===== config.mk =====
export PLATFORM = sky130hd
export DESIGN_NAME = pwm_ramp_sched
export DESIGN_NICKNAME = d
export VERILOG_FILES = /design/src/rtl/pwm_ramp_sched.sv
export SDC_FILE = /design/constraint.sdc
export NUM_CORES = 1
export LEC_CHECK = 0
export ABC_AREA = 1
export CAP_MARGIN = 20
export CORE_MARGIN = 2
export CORE_UTILIZATION = 59
export CTS_BUF_LIST = sky130_fd_sc_hd__clkbuf_16
export DETAILED_ROUTE_END_ITERATION = 8
export HOLD_SLACK_MARGIN = 0.06
export PLACE_DENSITY = 0.81
export SLEW_MARGIN = 10
export SYNTH_ARGS = -nofsm -noshare
export SYNTH_HDL_FRONTEND = slang
export SYNTH_SLANG_ARGS = --single-unit

===== constraint.sdc =====
create_clock -name clk_i -period 7.3 [get_ports clk_i]
set_clock_uncertainty 0.2 [all_clocks]
set_input_delay 1.46 -clock clk_i [delete_from_list [all_inputs] [get_ports clk_i]]
set_output_delay 1.46 -clock clk_i [all_outputs]
set_load 0.02 [all_outputs]

===== src/rtl/pwm_ramp_sched.sv =====
// Per-channel duty ramp scheduler: on each PWM cycle end, walks every channel and
// steps its duty toward target. Optional done_irq_o under PWM_RAMP_SCHED_DONE_IRQ_EN.

module pwm_ramp_sched_lane #(
    parameter int DutyDw = 16
) (
    input  logic              clk_i,
    input  logic              rst_ni,
    input  logic              wr_i,
    input  logic [DutyDw-1:0] wr_target_i,
    input  logic [DutyDw-1:0] wr_step_i,
    input  logic              wr_en_i,
    input  logic              upd_i,
    input  logic [DutyDw-1:0] upd_duty_i,
    output logic [DutyDw-1:0] duty_o,
    output logic [DutyDw-1:0] target_o,
    output logic [DutyDw-1:0] step_o,
    output logic              en_o,
    output logic              settled_o
);

    logic [DutyDw-1:0] duty_q, duty_d;
    logic [DutyDw-1:0] target_q, target_d;
    logic [DutyDw-1:0] step_q, step_d;
    logic              en_q, en_d;

    // Config writes only happen in IDLE and updates only in SWEEP, so they never collide.
    always_comb begin
        target_d = target_q;
        step_d   = step_q;
        en_d     = en_q;
        duty_d   = duty_q;
        if (wr_i) begin
            target_d = wr_target_i;
            step_d   = wr_step_i;
            en_d     = wr_en_i;
        end
        if (upd_i) begin
            duty_d = upd_duty_i;
        end
    end

    always_ff @(posedge clk_i or negedge rst_ni) begin
        if (!rst_ni) begin
            duty_q   <= '0;
            target_q <= '0;
            step_q   <= '0;
            en_q     <= 1'b0;
        end else begin
            duty_q   <= duty_d;
            target_q <= target_d;
            step_q   <= step_d;
            en_q     <= en_d;
        end
    end

    assign duty_o    = duty_q;
    assign target_o  = target_q;
    assign step_o    = step_q;
    assign en_o      = en_q;
    assign settled_o = (duty_q == target_q);

endmodule

module pwm_ramp_sched #(
    parameter int NChannels = 6,
    parameter int DutyDw    = 16,
    parameter int ChIdxW    = $clog2(NChannels)
) (
    input  logic                        clk_i,
    input  logic                        rst_ni,
    input  logic                        cycle_end_i,
    input  logic                        cfg_valid_i,
    output logic                        cfg_ready_o,
    input  logic [ChIdxW-1:0]           cfg_chan_i,
    input  logic [DutyDw-1:0]           cfg_target_i,
    input  logic [DutyDw-1:0]           cfg_step_i,
    input  logic                        cfg_en_i,
    output logic [NChannels*DutyDw-1:0] duty_o,
    output logic [NChannels-1:0]        settled_o,
    output logic                        busy_o,
`ifdef PWM_RAMP_SCHED_DONE_IRQ_EN
    output logic                        done_irq_o,
`endif
    output logic                        overrun_o
);

    typedef enum logic {IDLE, SWEEP} state_e;

    localparam logic [ChIdxW:0]   NumCh   = (ChIdxW+1)'(NChannels);
    localparam logic [ChIdxW-1:0] LastIdx = ChIdxW'(NChannels - 1);

    state_e            state_q, state_d;
    logic [ChIdxW-1:0] idx_q, idx_d;
    logic              pend_q, pend_d;
    logic              overrun_q, overrun_d;

    logic [NChannels-1:0][DutyDw-1:0] duty_a, target_a, step_a;
    logic [NChannels-1:0]             en_a, settled_a, wr_a, upd_a;

    logic              cfg_hs, chan_ok, sweeping, last;
    logic [DutyDw-1:0] sel_duty, sel_target, sel_step, new_duty;
    logic              sel_en, up;
    logic [DutyDw:0]   diff;

    assign sweeping = (state_q == SWEEP);
    assign last     = (idx_q == LastIdx);
    assign cfg_hs   = cfg_valid_i & (state_q == IDLE);
    assign chan_ok  = ({1'b0, cfg_chan_i} < NumCh);

    for (genvar i = 0; i < NChannels; i++) begin : g_lane
        assign wr_a[i]  = cfg_hs & chan_ok & (cfg_chan_i == ChIdxW'(i));
        assign upd_a[i] = sweeping & (idx_q == ChIdxW'(i));

        pwm_ramp_sched_lane #(.DutyDw(DutyDw)) u_lane (
            .clk_i       (clk_i),
            .rst_ni      (rst_ni),
            .wr_i        (wr_a[i]),
            .wr_target_i (cfg_target_i),
            .wr_step_i   (cfg_step_i),
            .wr_en_i     (cfg_en_i),
            .upd_i       (upd_a[i]),
            .upd_duty_i  (new_duty),
            .duty_o      (duty_a[i]),
            .target_o    (target_a[i]),
            .step_o      (step_a[i]),
            .en_o        (en_a[i]),
            .settled_o   (settled_a[i])
        );
    end

    assign sel_duty   = duty_a[idx_q];
    assign sel_target = target_a[idx_q];
    assign sel_step   = step_a[idx_q];
    assign sel_en     = en_a[idx_q];

    // One shared step datapath; the extra difference bit keeps the compare unsigned-safe.
    always_comb begin
        up       = (sel_target > sel_duty);
        diff     = up ? ({1'b0, sel_target} - {1'b0, sel_duty})
                      : ({1'b0, sel_duty} - {1'b0, sel_target});
        new_duty = sel_duty;
        if (sel_en && (sel_step != '0)) begin
            if (diff <= {1'b0, sel_step}) begin
                new_duty = sel_target;
            end else if (up) begin
                new_duty = sel_duty + sel_step;
            end else begin
                new_duty = sel_duty - sel_step;
            end
        end
    end

    always_comb begin
        state_d   = state_q;
        idx_d     = idx_q;
        pend_d    = pend_q;
        overrun_d = 1'b0;
        case (state_q)
            IDLE: begin
                if (cycle_end_i || pend_q) begin
                    state_d = SWEEP;
                    idx_d   = '0;
                    pend_d  = 1'b0;
                end
            end
            SWEEP: begin
                if (cycle_end_i) begin
                    if (pend_q) overrun_d = 1'b1;
                    else        pend_d    = 1'b1;
                end
                if (last) begin
                    state_d = IDLE;
                    idx_d   = '0;
                end else begin
                    idx_d = idx_q + 1'b1;
                end
            end
            default: state_d = IDLE;
        endcase
    end

    always_ff @(posedge clk_i or negedge rst_ni) begin
        if (!rst_ni) begin
            state_q   <= IDLE;
            idx_q     <= '0;
            pend_q    <= 1'b0;
            overrun_q <= 1'b0;
        end else begin
            state_q   <= state_d;
            idx_q     <= idx_d;
            pend_q    <= pend_d;
            overrun_q <= overrun_d;
        end
    end

`ifdef PWM_RAMP_SCHED_DONE_IRQ_EN
    logic changed_q, changed_d;
    logic done_chk_q, done_chk_d;
    logic chg_now;

    // done_chk_q marks the first IDLE clock after a sweep that moved an enabled channel.
    assign chg_now = sweeping & sel_en & (new_duty != sel_duty);

    always_comb begin
        changed_d  = changed_q;
        done_chk_d = 1'b0;
        if (state_q == IDLE) begin
            changed_d = 1'b0;
        end else begin
            changed_d = changed_q | chg_now;
            if (last) done_chk_d = changed_q | chg_now;
        end
    end

    always_ff @(posedge clk_i or negedge rst_ni) begin
        if (!rst_ni) begin
            changed_q  <= 1'b0;
            done_chk_q <= 1'b0;
        end else begin
            changed_q  <= changed_d;
            done_chk_q <= done_chk_d;
        end
    end

    assign done_irq_o = done_chk_q & (&(settled_a | ~en_a));
`endif

    assign duty_o      = duty_a;
    assign settled_o   = settled_a;
    assign cfg_ready_o = (state_q == IDLE);
    assign busy_o      = sweeping;
    assign overrun_o   = overrun_q;

endmodule


==> reports/results.txt <==
status -> finished clean
clk sinks -> 300
Syn Std Cell Area -> 0.0180 mm^2
setup_tns -> 0 ns
antenna cells -> 0
Synth top area share -> 41.7%
Final Slew Violations -> 0
initial core utilization -> 60.4%
drt initial violations -> 1707
Die X -> 179 um
commonest non-fill, non-tap cell in the layout -> nand2_1
Syn Area/Cell -> 7.42 um^2
total grt overflow -> 0
largest net degree at the start of global routing -> 187
most frequent cells in the layout -> 896 x nand2_1, 300 x dfrtp_1, 256 x o21ai_0, 218 x inv_1, 143 x clkdlybuf4s50_1
Initial DRT Pass Iterations -> 8
CP endpoint kind -> register
startpoint class of the critical path -> register
Worst-path clk slew -> 0.07 ns
die area -> 0.0319 mm^2
Synth cell types -> 50
most frequent cell on the critical path -> nand2_1
HPWL Detailed -> 45.2 mm
core area -> 0.0298 mm^2
Multi-input gate area -> 0.00918 mm^2
first-pass GRT wire length -> 96.3 mm
CTS tree -> built
Layout Nets -> 2632
CTS root buffer -> clkbuf_16
Clk Latency, worst-skew pair -> 0.58 ns
GRT Max-Usage Layer -> met2
Area after DPL -> 0.0197 mm^2
fmax -> 0.148 GHz
GR Util met1 -> 51.3%
Die H -> 179 um
final cell area excluding filler cells -> 0.0208 mm^2
highest cell delay on the worst timing path -> 0.60 ns
CTS Buf Count -> 31
headroom to the max-slew limit -> 24.0%
clk buf depth -> 3
H-tree depth -> 1
Async S/R FF share, synth -> 100%
grt met3 use -> 4.60%
crit path max fanout -> 26
Crit Path Class -> reg -> reg
Ys Warns -> 0
required time of the critical path -> 7.52 ns
total track usage -> 39.4%
DRC -> 0
# port buffers -> 144
via count -> 17766
Tmin final -> 6.75 ns
Final Hold Fails -> 0
routing usage on met2 -> 64.9%
syn_nets -> 2532
Filler Cell Count -> 2408
Slowest cell on crit path -> dfrtp_1
top_reg_cell synth -> dfrtp_1
antenna-violating nets left -> 0
Ports -> 145
Worst Max-Slew Pin Slew -> 1.14 ns
sequential cell area -> 0.00751 mm^2
Synth Instances -> 2424
Worst R2R Setup Slack -> 0.55 ns
register area share after synthesis -> 41.7%
RSZ-0062 raised after global routing -> no
area grow syn2layout -> 15.7%
Tcrit/Tclk final -> 92.5%
crit path DAT -> 6.98 ns
final setup vio count -> 0
Hold Path Class -> reg -> reg
dominant cells by area after synthesis -> dfrtp_1 42%, nand2_1 19%, o21ai_0 7.1%, ha_1 4.5%, inv_1 4.4%
FP Rows -> 63
max capacitance violation total -> 0
Placer Congestion -> 1.03
antenna violations before repair -> 0
DR WL/cell -> 21.2 um
Hold Buf Count CTS -> 0
drt total wl -> 62.1 mm
Yosys reg bits -> 300
Post-synth EDFFs -> 0
Yosys top cell by area -> dfrtp_1
WHS -> 0.282 ns
ratio of cells with drive above 1 in the final layout -> 4.99%
vias in the first global route -> 16848
vias per cell -> 6.05
==> worst paths after layout <==
kind	from	end	cells after the start
worst max-delay path	idx_q[1]$_DFFE_PN0P_	g_lane[1].u_lane.duty_o[10]$_DFFE_PN0P_	30
max in group asynchronous	rst_ni	g_lane[2].u_lane.step_o[8]$_DFFE_PN0P_	2
worst max register to register	idx_q[1]$_DFFE_PN0P_	g_lane[1].u_lane.duty_o[10]$_DFFE_PN0P_	30
min in group asynchronous	rst_ni	g_lane[1].u_lane.target_o[8]$_DFFE_PN0P_	1
worst min register to register	g_lane[5].u_lane.step_o[8]$_DFFE_PN0P_	g_lane[5].u_lane.step_o[8]$_DFFE_PN0P_	2
worst min-delay path	g_lane[5].u_lane.step_o[8]$_DFFE_PN0P_	g_lane[5].u_lane.step_o[8]$_DFFE_PN0P_	2
==> timing repair <==
| action | in CTS | in global routing |
|---|---|---|
| gates resized for setup | 0 | 2 |
| setup endpoints to repair | 0 | 92 |
| buffers inserted | 0 | 0 |
==> per-layer routing <==
layer  vias to the layer above  share of wire [%]
met4                         0                6.3
met5                         -                  0
met3                       210                8.5
met1                      8458                 38
li1                       8065                  -
met2                      1033                 47
==> worst max-delay path, delay by kind of cell (launching register included) <==
| family | cells | cell delay, ns |
|---|---|---|
| AOI/OAI and AO/OA | 8 | 1.83 |
| xor gates and xnor gates | 1 | 0.14 |
| DFF | 1 | 0.60 |
| adders and majority gates | 2 | 1.08 |
| buffers and inverters | 4 | 0.84 |
| and+or+nand+nor | 15 | 1.90 |
==> per-stage QoR <==
step | util (%) | worst slack, ns | instances
floorplan | - | 1.36 | 2424
global placement | 66.3 | 0.614 | 2880
detailed placement | 66.3 | 0.623 | 2880
CTS | 69.8 | 0.559 | 2935
global route | 69.9 | 0.0435 | 2936
finish | 69.9 | 0.546 | 2936
==> flip-flops by register name, indices dropped and copies added (netlist names) <==
| name | cells |
|---|---|
| busy_o | 1 |
| g_lane.u_lane.duty_o | 96 |
| g_lane.u_lane.en_o | 6 |
| g_lane.u_lane.step_o | 96 |
| g_lane.u_lane.target_o | 96 |
| idx_q | 3 |
| overrun_o | 1 |
| pend_q | 1 |
==> cell usage after synthesis (3+ instances only) <==
| cell type | instances |
|---|---|
| nor2_1 | 65 |
| clkinv_1 | 3 |
| nand3_1 | 125 |
| a21o_1 | 11 |
| o221ai_1 | 11 |
| or2_2 | 7 |
| o2111ai_1 | 20 |
| buf_2 | 19 |
| xnor2_1 | 64 |
| o21ai_1 | 28 |
| a21oi_2 | 5 |
| fa_1 | 3 |
| nand3_2 | 9 |
| nor4_1 | 8 |
| buf_4 | 12 |
| xor2_1 | 52 |
| o21ai_0 | 256 |
| nor3_1 | 9 |
| o22ai_1 | 4 |
| nand4_1 | 33 |
| a22oi_1 | 3 |
| a31oi_1 | 8 |
| ha_1 | 65 |
| inv_2 | 6 |
| inv_1 | 213 |
| clkbuf_1 | 75 |
| a21oi_1 | 55 |
| buf_1 | 10 |
| o311ai_0 | 18 |
| nand2_1 | 899 |
| dfrtp_1 | 300 |
| o211ai_1 | 4 |
==> cells by family after synthesis <==
logic type	after synthesis	share of synthesized area, %
DFF	300	41.7
muxes	1	0.0556
xor gates and xnor gates	116	5.65
adders and majority gates	68	4.85
AOI/OAI and AO/OA	436	13.8
buffers and inverters	338	7.43
and+or+nand+nor	1165	26.4
==> cell type report <==
type	instances	share of cell area [%]
multi-input cells	1786	44.1
clock inverters	24	1.36
clock buffers	31	3.73
inverters	222	4.00
well taps	390	2.34
flip-flops and latches	300	36.1
repair buffers	183	8.41
Power is not shown: default switching activity piles up to over one toggle a cycle in this logic, so the estimate is an artifact.
